===== config.mk =====
export PLATFORM = sky130hd
export DESIGN_NAME = distributor
export DESIGN_NICKNAME = d
export VERILOG_FILES = /design/src/rtl/distributor.sv
export SDC_FILE = /design/constraint.sdc
export NUM_CORES = 1
export LEC_CHECK = 0
export ABC_CLOCK_PERIOD_IN_PS = 1150
export CORE_AREA = 5 5 42 44
export CTS_BUF_LIST = sky130_fd_sc_hd__clkbuf_16
export DETAILED_ROUTE_END_ITERATION = 7
export DIE_AREA = 0 0 47 49
export GPL_TIMING_DRIVEN = 0
export PLACE_DENSITY = 0.69
export REMOVE_ABC_BUFFERS = 1
export SYNTH_ARGS = -nofsm -noshare
export SYNTH_HDL_FRONTEND = slang
export SYNTH_SLANG_ARGS = --single-unit

===== constraint.sdc =====
create_clock -name clk -period 1.15 [get_ports clk]
set_clock_uncertainty 0.05 [all_clocks]
set_input_delay 0.23 -clock clk [delete_from_list [all_inputs] [get_ports clk]]
set_output_delay 0.23 -clock clk [all_outputs]
set_load 0.1 [all_outputs]

===== src/rtl/distributor.sv =====
// distributor: 4-phase bundled-data 1-to-2 router with drop/single/broadcast select.
// Define DISTRIBUTOR_SYNC_EN to add 2-flop synchronizers on r_i, a_o and a1_o.
module distributor #(
    parameter int N = 1
) (
    input  logic         clk,
    input  logic         rst,
    input  logic         r_i,
    output logic         a_i,
    input  logic [N-1:0] d_i,
    input  logic [1:0]   s_i,
    output logic         r_o,
    input  logic         a_o,
    output logic [N-1:0] d_o,
    output logic         r1_o,
    input  logic         a1_o,
    output logic [N-1:0] d1_o
);
    typedef enum logic [1:0] {IDLE, SEND, RTZ} state_t;
    state_t       state;
    logic [N-1:0] hold_d;
    logic [1:0]   hold_s;
    logic         done0, done1;
    logic         req, ack0, ack1;
    logic         nd0, nd1;
`ifdef DISTRIBUTOR_SYNC_EN
    logic [2:0] sync1, sync2;
    always_ff @(posedge clk) begin
        if (rst) begin
            sync1 <= '0;
            sync2 <= '0;
        end else begin
            sync1 <= {r_i, a_o, a1_o};
            sync2 <= sync1;
        end
    end
    assign {req, ack0, ack1} = sync2;
`else
    assign {req, ack0, ack1} = {r_i, a_o, a1_o};
`endif
    // an ack only counts while its own request is outstanding
    assign nd0 = done0 | (r_o & ack0);
    assign nd1 = done1 | (r1_o & ack1);
    assign d_o  = hold_d;
    assign d1_o = hold_d;
    always_ff @(posedge clk) begin
        if (rst) begin
            state  <= IDLE;
            hold_d <= '0;
            hold_s <= '0;
            done0  <= 1'b0;
            done1  <= 1'b0;
            r_o    <= 1'b0;
            r1_o   <= 1'b0;
            a_i    <= 1'b0;
        end else begin
            case (state)
                IDLE: if (req) begin
                    hold_d <= d_i;
                    hold_s <= s_i;
                    r_o    <= s_i[0];
                    r1_o   <= s_i[1];
                    state  <= SEND;
                end
                SEND: begin
                    done0 <= nd0;
                    done1 <= nd1;
                    if (r_o & ack0) r_o <= 1'b0;
                    if (r1_o & ack1) r1_o <= 1'b0;
                    // unselected outputs count as done, so a drop finishes one edge after capture
                    if ((nd0 | ~hold_s[0]) & (nd1 | ~hold_s[1])) begin
                        a_i   <= 1'b1;
                        state <= RTZ;
                    end
                end
                RTZ: if (!req && !(hold_s[0] & ack0) && !(hold_s[1] & ack1)) begin
                    a_i   <= 1'b0;
                    done0 <= 1'b0;
                    done1 <= 1'b0;
                    state <= IDLE;
                end
                default: state <= IDLE;
            endcase
        end
    end
endmodule

# Word level (Yosys, flattened, before mapping)

Index checks and enable logic that the tools add are counted.

Equal/unequal tests: 7
Bitwise logic cells: 11
Mux-type cells: 15
Reductions and logical operators: 14

Operators by type and width:

| cell                                                             | count |
|---|---|
| 3-bit AND reduction                                              | 4 |
| 2-bit inequality test (second input constant)                    | 5 |
| 1-bit case mux with 2 select lines                               | 5 |
| 1-bit 2-to-1 mux                                                 | 6 |
| 2-bit 2-to-1 mux                                                 | 3 |
| 2-bit case mux with 3 select lines                               | 1 |
| 1-bit AND                                                        | 5 |
| 1-bit OR                                                         | 4 |
| 2-bit AND reduction                                              | 2 |
| 2-bit nonzero test                                               | 2 |
| 1-bit zero test                                                  | 3 |
| 2-bit by 1-bit == test with 1-bit output (second input constant) | 1 |
| 2-bit == test (second input constant)                            | 1 |
| 1-bit logical AND                                                | 2 |
| 2-bit zero test                                                  | 1 |
| 1-bit inverter                                                   | 2 |

Register bits after elaboration: 10
Input port bits: 8
Logic and storage cells: 55

# Logic depth before layout (Yosys ltp)

Gate-level depths: netlist of run 1.

Depth after elaboration: 6
Gate-level depth with buffers: 4

# Least setup slack after synthesis of run 1

No wires, ideal clock.

Path type: flip-flop to flip-flop
From: register r1_o
To: register a_i
Path slack: -0.566 ns
Clock period less this slack: 1.716 ns
Library setup time: 0.066 ns
Data required time: 1.034 ns
Stages on the path, launching flop included: 5
Data arrival time: 1.600 ns
Path through: dfxtp_1 > nand2_1 > a32o_1 > nand2b_4 > a21boi_2

Word-level cells in the longest chain between the ends: 6

RTL lines:

| element                         | line | source |
|---|---|---|
| from (decl)                     | 15   | `output logic r1_o,` |
| from (signal assigned)          | 62   | `r1_o <= s_i[1];` |
| 1-bit AND                       | 43   | `assign nd1 = done1 \| (r1_o & ack1);` |
| 1-bit OR                        | 43   |  |
| 1-bit OR                        | 71   | `if ((nd0 \| ~hold_s[0]) & (nd1 \| ~hold_s[1])) begin` |
| 1-bit AND                       | 71   |  |
| 2-bit inequality test (no line) | n/a  |  |
| 3-bit AND reduction (no line)   | n/a  |  |
| to (signal assigned)            | 55   | `a_i <= 1'b0;` |
| to (signal assigned)            | 72   | `a_i <= 1'b1;` |
| to (signal assigned)            | 77   | `a_i <= 1'b0;` |
| to (decl)                       | 9    | `output logic a_i,` |

No other way between the ends.
A chain may end at the register's enable or synchronous reset.

# Worst setup path in the final report of run 1

From: register hold_d (netlist: d1_o)
To: output port d1_o

RTL lines:

| element                | line | source |
|---|---|---|
| from (decl)            | 21   | `logic [N-1:0] hold_d;` |
| from (signal assigned) | 59   | `hold_d <= d_i;` |
| to (decl)              | 17   | `output logic [N-1:0] d1_o` |

No word-level cell between the ends.

==> results of run 1 <==
-- per-layer routing --
| metal | vias to the layer above | part of all wire [%] |
|---|---|---|
| li1 | 202 | - |
| met3 | 2 | 6.3 |
| met4 | 0 | 3.8 |
| met1 | 165 | 41 |
| met2 | 8 | 49 |
| met5 | - | 0 |
-- area by class of cell --
cell class | instances | area, sq um | share of cell area (%)
Clock buffer | 3 | 75.1 | 11.5
Inverter | 3 | 11.3 | 1.73
Multi-Input combinational cell | 36 | 213 | 32.7
Sequential cell | 10 | 203 | 31.2
Tap cell | 16 | 20.0 | 3.08
Timing Repair Buffer | 13 | 129 | 19.8
-- registers in the layout, summed over array words and instances (netlist names) --
name and flops:
done1 1, state 2, done0 1, d1_o 1, a_i 1, r_o 1, hold_s 2, r1_o 1
-- metrics by stage --
step	util, %	std cells	cell area (sq um)	setup slack (ps)	hold WS [ps]
floorplan	-	49	410	-814	249
global placement	39.3	77	551	-653	389
detailed placement	39.3	77	551	-645	403
CTS	44.6	81	626	-130	410
global route	46.4	81	651	-21.8	381
finish	46.4	81	651	2.39	316
-- power groups by stage --
stage | clock, W | sequential (W) | combinational [W]
final | 0.000587 | 0.000393 | 0.000238
after global routing | 0.000623 | 0.000397 | 0.000254
after CTS | 0.000599 | 0.000390 | 0.000230
after detailed placement | 0 | 0.000394 | 0.000232
after global placement | 0 | 0.000393 | 0.000230
after floorplan | 0 | 0.000485 | 0.0000688
-- placed cells by master, fill, tap and decap left out --
cell,count
a21boi_2,1
a21oi_1,7
a221oi_2,1
a31oi_1,2
a31oi_2,1
a32o_1,1
and2_1,1
and2b_1,1
and2b_4,1
buf_4,3
buf_6,2
buf_8,1
clkbuf_16,3
clkdlybuf4s50_1,3
dfxtp_1,8
dfxtp_2,2
dlygate4sd2_1,3
dlymetal6s2s_1,1
inv_1,3
nand2_1,12
nand2b_4,1
nand3_1,2
nor2_1,3
nor2b_1,2
-- cell families (layout without fill, tap and decap cells) --
family,after synthesis,after routing
flip-flops,10,10
AND/OR/NAND/NOR,23,23
buffers and inverters,5,19
AO/OA/AOI/OAI,13,13
-- worst max path at each step --
stage | endpoint | slack (ps)
after floorplan | d1_o$_SDFFE_PP0P_ | -810
after global placement | r1_o | -650
after detailed placement | r1_o | -650
after CTS | d1_o | -130
after global routing | state[1]$_SDFFE_PP0P_ | -20
final | d1_o | 2
-- timing repair --
item	CTS	global route
endpoints found under the setup margin	10	12
pin swaps	2	1
setup buffers	1	0
resized for setup	34	11
==> summary.md, run 1 <==
| Metric | Value |
|---|---|
| Outcome | finished, final reports clean |
| Crit Path Class | reg2out |
| Synth unique cells | 17 |
| CP delay by family, top | flip-flops |
| Largest net degree at the start of global routing | 9 |
| Async set-reset flop share out of synthesis | 0% |
| Synth Cell Area | 422 sq um |
| Met1 GRT Util | 10.4% |
| Worst flop-to-flop path startpoint | done0$_SDFFE_PP0P_ |
| Core Area | 1400 sq um |
| Post-synth top area cell | dfxtp_1 |
| Hold Path Sink | r_o$_SDFFE_PP0P_ |
| Setup_tns | 0 ps |
| CP Capture Type | output pin |
| Clock share of power | 48.2% |
| Area delta synth->final | 54.3% |
| Tot Pwr | 0.00122 W |
| Xor-xnor portion of the synthesized cell area | 0% |
| Worst-Margin Slew | 307 ps |
| Share of layout cells above drive strength 1 | 24.6% |
| Slowest-stage cell, CP | dfxtp_1 |
| Fin. max-slew vios | 0 |
| Final Hold Fails | 0 |
| Slowest cell delay on critical path | 340 ps |
| Pint | 0.000905 W |
| Worst EP required | 870 ps |
| Number of cells on the worst reg-to-reg path | 4 |
| Synth Flop Type | dfxtp_1 |
| Crit start category | flip-flop |
| Post-synthesis sequential area ratio | 47.5% |
| Comb pwr share | 19.6% |
| Number of vias per cell | 4.65 |
| Pwr dens | 1870 nW/um^2 |
| Compound-gate portion of the synthesized area | 19.9% |
| Met3 Usage GRT | 5.54% |
| Hold/Removal Path Class | in2reg |
| CP max FO | 3 |
| H-tree depth | 1 |
| Count leader, synth | nand2_1 |
| Overall Global Routing Usage | 9.82% |
| Hold Path Depth | 2 |
| Rows | 14 |
| Number of synthesized flops with an enable pin | 0 |
| Max-cap violations | 0 |
| Mapped Cells | 51 |
| # diodes | 0 |
| Post-synthesis adder-cell area fraction | 0% |
| Mux share of post-synthesis cell area | 0% |
| Routed Antenna Nets | 0 |
| Switching portion of total power | 25.7% |
| I/O pin count | 13 |
| Initial drt markers | 4 |
| Root Driver | clkbuf_16 |
| Finish-stage setup viols | 0 |
| Most frequent cells after synthesis | 12 x nand2_1, 10 x dfxtp_1, 7 x a21oi_1 |
| Cts hold-fix bufs | 0 |
| HP Start | rst |
| Fill count | 145 |
| Tcrit/Tclk final | 99.8% |
| Gr ovfl total | 0 |
| Nets@finish | 75 |
| Post-Synth Simple-Gate Area | 27.3% |
| Crit-path cells | buf_4 |
| Critical path depth in cells | 1 |
| Total CTS buffers | 3 |
| Die width | 47 um |
| # port buffers | 12 |
| Unrepaired setup endpoints after global routing | true |
| Top cells by area, synth | dfxtp_1 47%, nand2_1 11%, a21oi_1 8.3% |
| Total number of vias | 377 |
| Drt wl/cell | 11.0 um |
| Met2 global-route usage | 13.3% |
| Ys Warns | 0 |
| Leakage | 0.264 nW |
| Register bit count reported by yosys | 10 |
| Remaining DRCs | 0 |
| Initial core utilization | 30.1% |
| Clk Latency, worst-skew pair | 230 ps |
| WP buf/inv | 1 |
| Die Y | 49 um |
| Largest family of logic cells by synthesized area | simple AND/OR/NAND/NOR gates |
| CTS max path bufs | 2 |
| Slew HR | 79.5% |
| Dpl hpwl | 679 um |
| Psw | 0.000313 W |
| Clock transition at path regs | 40 ps |
| R2R Setup Slk | 50 ps |
| RR Endpoint | state[1]$_SDFFE_PP0P_ |
| Fmax | 0.871 GHz |
| Vias in the first global route | 364 |
| Drt first pass iters | 4 |
| CP Launch Point | d1_o$_SDFFE_PP0P_ |
| Initial antenna violation count | 0 |
| Minimum clock period | 1150 ps |
| CTS tree | built |
| Routability Congestion | 0.688 |
| Sequential Power Share | 32.3% |
| Max VDD drop | 0.000995 V |
| Syn avg cell area | 8.27 sq um |
| First-pass GRT wire length | 1.52 mm |
| Top Usage Layer GRT | met2 |
| Area share of the leading cell type in the synthesized netlist | 47.5% |
| CP arrival | 870 ps |
| Die area | 2300 sq um |
| Final WL | 892 um |
| Number of clock sinks | 10 |
(Power assumes the default switching activity.)
==> run 2, diff against run 1 <==
- ABC_CLOCK_PERIOD_IN_PS: 1150 -> 1100
- CORE_AREA: 5 5 42 44 -> 8 8 45 47
- DIE_AREA: 0 0 47 49 -> 0 0 53 55
- PLACE_DENSITY: 0.69 -> 0.67
- clock period: 1.15 -> 1.1 ns (I/O delays scaled with it)
==> summary.md, run 2 (synthesis results as in run 1) <==
| Metric | Value |
|---|---|
| Largest regs | hold_s: 2 flops, state: 2 flops (unchanged) |
| Final Hold Slack | 411 ps (was 316 ps) |
| Unrepaired setup endpoints after global routing | true (unchanged) |
| Number of clock sinks | 10 (unchanged) |
| Minimum clock period | 1130 ps |
| Hold/Removal Path Class | reg2reg (was in2reg) |
| Cts hold-fix bufs | 0 (unchanged) |
| Final Hold Fails | 0 (unchanged) |
| Die Y | 55 um (was 49 um) |
| Number of cells on the worst reg-to-reg path | 5 (was 4) |
| Max VDD drop | 0.000821 V (was 0.000995 V) |
| Gr ovfl total | 0 (unchanged) |
| Worst setup endpoint | state[1]$_SDFFE_PP0P_ (was d1_o) |
| Fmax | 0.887 GHz |
| Worst EP required | 1160 ps (was 870 ps) |
| Leakage | 0.266 nW (was 0.264 nW) |
| CTS tree | built (unchanged) |
| Final setup margin | -27.4 ps (was 2.39 ps) |
| Outcome | finished with violations (was finished, final reports clean) |
| Initial antenna violation count | 0 (unchanged) |
| Pwr dens | 1880 nW/um^2 (was 1870 nW/um^2) |
| Clock transition at path regs | 40 ps (about the same) |
| Vias in the first global route | 350 (was 364) |
| Rows | 14 (unchanged) |
| Initial drt markers | 3 (was 4) |
| CP max FO | 3 (unchanged) |
| Final WL | 1.00 mm (was 892 um) |
| Routed Antenna Nets | 0 (unchanged) |
| Die area | 2920 sq um (was 2300 sq um) |
| Clk Latency, worst-skew pair | 230 ps (about the same) |
| Drt first pass iters | 4 (unchanged) |
| RR Endpoint | state[1]$_SDFFE_PP0P_ (unchanged) |
| I/O pin count | 13 (unchanged) |
| Slew HR | 76.9% (was 79.5%) |
| Finish-stage setup viols | 2 (was 0) |
| Share of layout cells above drive strength 1 | 32.3% (was 24.6%) |
| Most frequent cells in the layout | 12 x nand2_1, 6 x a21oi_1, 5 x dfxtp_1, 5 x dfxtp_2, 4 x clkdlybuf4s50_1 (was 12 x nand2_1, 8 x dfxtp_1, 7 x a21oi_1) |
| Remaining DRCs | 0 (unchanged) |
| CTS max path bufs | 2 (unchanged) |
| Area delta synth->final | 66.5% (was 54.3%) |
| Drt wl/cell | 12.4 um (was 11.0 um) |
| Number of vias per cell | 4.86 (was 4.65) |
| Initial core utilization | 30.5% (was 30.1%) |
| R2R Setup Slk | -30 ps (was 50 ps) |
| # port buffers | 12 (unchanged) |
| Crit start category | flip-flop (unchanged) |
| Worst flop-to-flop path startpoint | hold_s[0]$_SDFFE_PP0P_ (was done0$_SDFFE_PP0P_) |
| Total number of vias | 394 (was 377) |
| # diodes | 0 (unchanged) |
| Root Driver | clkbuf_16 (unchanged) |
| Max-cap violations | 0 (unchanged) |
| CP arrival | 1180 ps (was 870 ps) |
| H-tree depth | 1 (unchanged) |
| Total CTS buffers | 3 (unchanged) |
| Worst-Margin Slew | 345 ps (was 307 ps) |
| CP Launch Point | hold_s[0]$_SDFFE_PP0P_ (was d1_o$_SDFFE_PP0P_) |
| Largest net degree at the start of global routing | 9 (unchanged) |
| Nets@finish | 75 (unchanged) |
| Setup_tns | -47.8 ps (was 0 ps) |
| Failing checks | negative setup slack |
| Crit Path Class | reg2reg (was reg2out) |
| Die width | 53 um (was 47 um) |
| Overall Global Routing Usage | 7.28% (was 9.82%) |
| First-pass GRT wire length | 1.49 mm (was 1.52 mm) |
| Most common cell after layout, fill and taps aside | nand2_1 (unchanged) |
| Routability Congestion | 0.733 (was 0.688) |
| CP Capture Type | flip-flop (was output pin) |
| Fin. max-slew vios | 0 (unchanged) |
| Tcrit/Tclk final | 102% |
| Core Area | 1380 sq um (was 1400 sq um) |
[run 2: cell count changes in the layout (fill, tap and decap cells not counted), sizes merged]
| cell | delta |
|---|---|
| dlymetal6s2s | -1 |
| clkdlybuf4s50 | +1 |
[run 2: worst min-delay path by stage]
stage | from | end | slack (ps) | depth (start not counted)
finish | a_i$_SDFFE_PP0P_ | a_i$_SDFFE_PP0P_ | 410 | 2
global route | a_i$_SDFFE_PP0P_ | a_i$_SDFFE_PP0P_ | 430 | 2
CTS | a_i$_SDFFE_PP0P_ | a_i$_SDFFE_PP0P_ | 410 | 2
detailed placement | a_i$_SDFFE_PP0P_ | a_i$_SDFFE_PP0P_ | 390 | 2
global placement | a_i$_SDFFE_PP0P_ | a_i$_SDFFE_PP0P_ | 390 | 2
floorplan | rst | d1_o$_SDFFE_PP0P_ | 240 | 1
[run 2: metrics by stage]
step	instances	util, %	area [sq um]	total power, W	worst slack (ps)
after floorplan	49	-	410	0.000579	-864
after global placement	77	39.8	551	0.000652	-685
after detailed placement	77	39.8	551	0.000654	-686
after CTS	81	47.5	657	0.00130	-45.2
after global routing	81	50.7	702	0.00137	-56.6
final	81	50.7	702	0.00132	-27.4
[run 2: worst max-delay path, stage by stage (launching register included)]
cell and delay (ps):
dfxtp_2 330, a221oi_4 310, buf_4 150, nor2_1 30, nand2_1 80, a21oi_2 50
[run 2: final cells by class]
class                   instances  area [sq um]
repair buffers                 13           160
flip-flops and latches         10           206
multi-input cells              36           229
well taps                      16          20.0
inverters                       3          11.3
fillers                       137           682
clock buffers                   3          75.1
[run 2: metal layers]
metal | track usage [%] | vias to the layer above | wire length [um]
met1 | 7.95 | 177 | 443
li1 | - | 203 | -
met4 | 9.05 | 0 | 31
met2 | 9.57 | 10 | 468
met3 | 2.94 | 4 | 61
met5 | 0 | - | 0
[run 2: repair_timing]
action,CTS,global route
pin swaps,3,0
gates cloned,0,0
resized for setup,44,12
buffers inserted,1,0
setup endpoints to repair,10,11
[run 2: report_power, final]
group	switching (W)	total, W	internal (W)
clock network	0.000151	0.000621	0.000470
logic	0.000168	0.000278	0.000110
registers	0.0000268	0.000417	0.000391
==> run 3, diff against run 2 <==
- CORE_AREA: 8 8 45 47 -> 2 2 39 41
- DIE_AREA: 0 0 53 55 -> 0 0 41 43
- DONT_BUFFER_PORTS: unset -> 1
- PLACE_DENSITY: 0.67 -> 0.54
==> summary.md, run 3 (synthesis results as in run 1) <==
| Metric | Value |
|---|---|
| Initial core utilization | 30.5% (unchanged) |
| Slowest-stage cell, CP | dfxtp_4 (was dfxtp_2) |
| Hold/Removal Path Class | in2reg (was reg2reg) |
| R2R Setup Slk | -160 ps (was -30 ps) |
| # diodes | 0 (unchanged) |
| Core Area | 1380 sq um (unchanged) |
| Die width | 41 um (was 53 um) |
| Share of layout cells above drive strength 1 | 36.8% (was 32.3%) |
| CP arrival | 1380 ps (was 1180 ps) |
| Max-cap violations | 0 (unchanged) |
| Number of clock sinks | 10 (unchanged) |
| Rows | 14 (unchanged) |
| Overall Global Routing Usage | 13.4% (was 7.28%) |
| Number of vias per cell | 4.75 (was 4.86) |
| Fmax | 0.793 GHz (was 0.887 GHz) |
| Remaining DRCs | 0 (unchanged) |
| Pwr dens | 2140 nW/um^2 (was 1880 nW/um^2) |
| Slew HR | 78.5% (was 76.9%) |
| Routability Congestion | 0.707 (was 0.733) |
| Minimum clock period | 1260 ps (was 1130 ps) |
| Failing checks | negative setup slack (unchanged) |
| Tcrit/Tclk final | 115% (was 102%) |
| Leakage | 0.220 nW (was 0.266 nW) |
| Crit start category | flip-flop (unchanged) |
| H-tree depth | 1 (unchanged) |
| CP max FO | 4 (was 3) |
| Crit-path cells | nand2_2, a32o_2, nand2b_4, a21oi_2 (was a221oi_4, buf_4, nor2_1, nand2_1, a21oi_2) |
| CP Capture Type | flip-flop (unchanged) |
| Final WL | 904 um (was 1.00 mm) |
| Total number of vias | 347 (was 394) |
| Slowest cell delay on critical path | 540 ps (was 330 ps) |
| Clk Latency, worst-skew pair | 240 ps (was 230 ps) |
| Fill count | 138 (was 137) |
| Initial drt markers | 2 (was 3) |
| Routed Antenna Nets | 0 (unchanged) |
| Worst EP required | 1220 ps (was 1160 ps) |
| Root Driver | clkbuf_16 (unchanged) |
| Most frequent cells in the layout | 10 x nand2_1, 5 x a21oi_1, 4 x dfxtp_1 (was 12 x nand2_1, 6 x a21oi_1, 5 x dfxtp_1, 5 x dfxtp_2, 4 x clkdlybuf4s50_1) |
| Largest net degree at the start of global routing | 9 (unchanged) |
| Largest regs | hold_s: 2 flops, state: 2 flops (unchanged) |
| Most common cell after layout, fill and taps aside | nand2_1 (unchanged) |
| Dpl cells | 67 (was 77) |
| First-pass GRT wire length | 1.47 mm (was 1.49 mm) |
| I/O pin count | 13 (unchanged) |
| Register area | 215 sq um (was 206 sq um) |
| Clock transition at path regs | 40 ps (about the same) |
| Dpl hpwl | 622 um |
| Tot Pwr | 0.00128 W (was 0.00132 W) |
| # port buffers | 0 (was 12) |
| Die Y | 43 um (was 55 um) |
| CTS max path bufs | 2 (unchanged) |
| Drt wl/cell | 12.4 um (about the same) |
| Final Hold Fails | 0 (unchanged) |
| Unrepaired setup endpoints after global routing | true (unchanged) |
| Area of the multi-input gates | 228 sq um (was 229 sq um) |
| Max VDD drop | 0.000675 V (was 0.000821 V) |
| Non-filler cells, final | 73 (was 81) |
| Outcome | finished with violations (unchanged) |
| Finish-stage setup viols | 3 (was 2) |
| Fin. max-slew vios | 0 (unchanged) |
| Worst-Margin Slew | 323 ps (was 345 ps) |
| Nets@finish | 66 (was 75) |
| Area delta synth->final | 41.5% (was 66.5%) |
| Total CTS buffers | 3 (unchanged) |
| Vias in the first global route | 373 (was 350) |
| Crit Path Class | reg2reg (unchanged) |
| Initial antenna violation count | 0 (unchanged) |
| Drt first pass iters | 2 (was 4) |
| CTS tree | built (unchanged) |
| Gr ovfl total | 0 (unchanged) |
| Final setup margin | -161 ps (was -27.4 ps) |
| Die area | 1760 sq um (was 2920 sq um) |
run 3: cell count changes in the layout (fill, tap and decap cells not counted), moves of 2 or more:
cell,delta
buf_12,-2
clkdlybuf4s50_1,-4
dfxtp_2,-2
dfxtp_4,+3
dlygate4sd2_1,-3
dlygate4sd3_1,+2
nand2_1,-2
nand2_2,+2
run 3: repair_timing:
item / 4_1_cts / 5_1_grt
pin swaps: 3 / 4
endpoints found under the hold margin: 7 / 6
resized for setup: 9 / 8
setup buffers: 0 / 0
setup endpoints to repair: 10 / 13
run 3: path summary, 6_finish.rpt:
path,depth (start not counted),to,from
setup / recovery,4,state[1]$_SDFFE_PP0P_,r1_o$_SDFFE_PP0P_
hold / removal,2,d1_o$_SDFFE_PP0P_,d_i
setup reg to reg,4,state[1]$_SDFFE_PP0P_,r1_o$_SDFFE_PP0P_
hold reg to reg,2,hold_s[0]$_SDFFE_PP0P_,hold_s[0]$_SDFFE_PP0P_
run 3: stage by stage:
step	util, %	cell area (sq um)	TNS (ps)	worst slack [ps]	hold WS [ps]
detailed placement	32.9	455	-3760	-691	235
global route	43.1	597	-719	-214	93.0
finish	43.1	597	-452	-161	58.3
CTS	40.0	553	-632	-141	-15.5
floorplan	-	410	-5530	-864	239
global placement	31.1	430	-6060	-892	241
run 3: area by class of cell:
type,count,area share (%)
multi-input cells,36,38.2
flip-flops and latches,10,36.1
clock buffers,3,12.6
repair buffers,4,7.34
well taps,16,3.35
inverters,3,1.89
clock inverters,1,0.629
run 3: layer usage:
layer | track usage, % | wire length (um) | up-vias | part of all wire (%)
li1 | - | - | 186 | -
met1 | 13.6 | 373 | 147 | 41
met2 | 18.4 | 428 | 9 | 47
met3 | 5.76 | 63 | 5 | 7.0
met4 | 14.0 | 39 | 0 | 4.3
met5 | 0 | 0 | - | 0
run 3: power by group:
| part | switching [W] | total (W) | internal [W] |
|---|---|---|---|
| Combinational | 0.0000919 | 0.000155 | 0.0000627 |
| Clock | 0.000172 | 0.000648 | 0.000477 |
| Sequential | 0.0000839 | 0.000473 | 0.000389 |
run 3: worst max-delay path: cells and delay by family, from the launching register on:
family	cells	cell delay [ps]
flip-flops	1	540
AND/OR/NAND/NOR	2	230
AO/OA/AOI/OAI	2	370
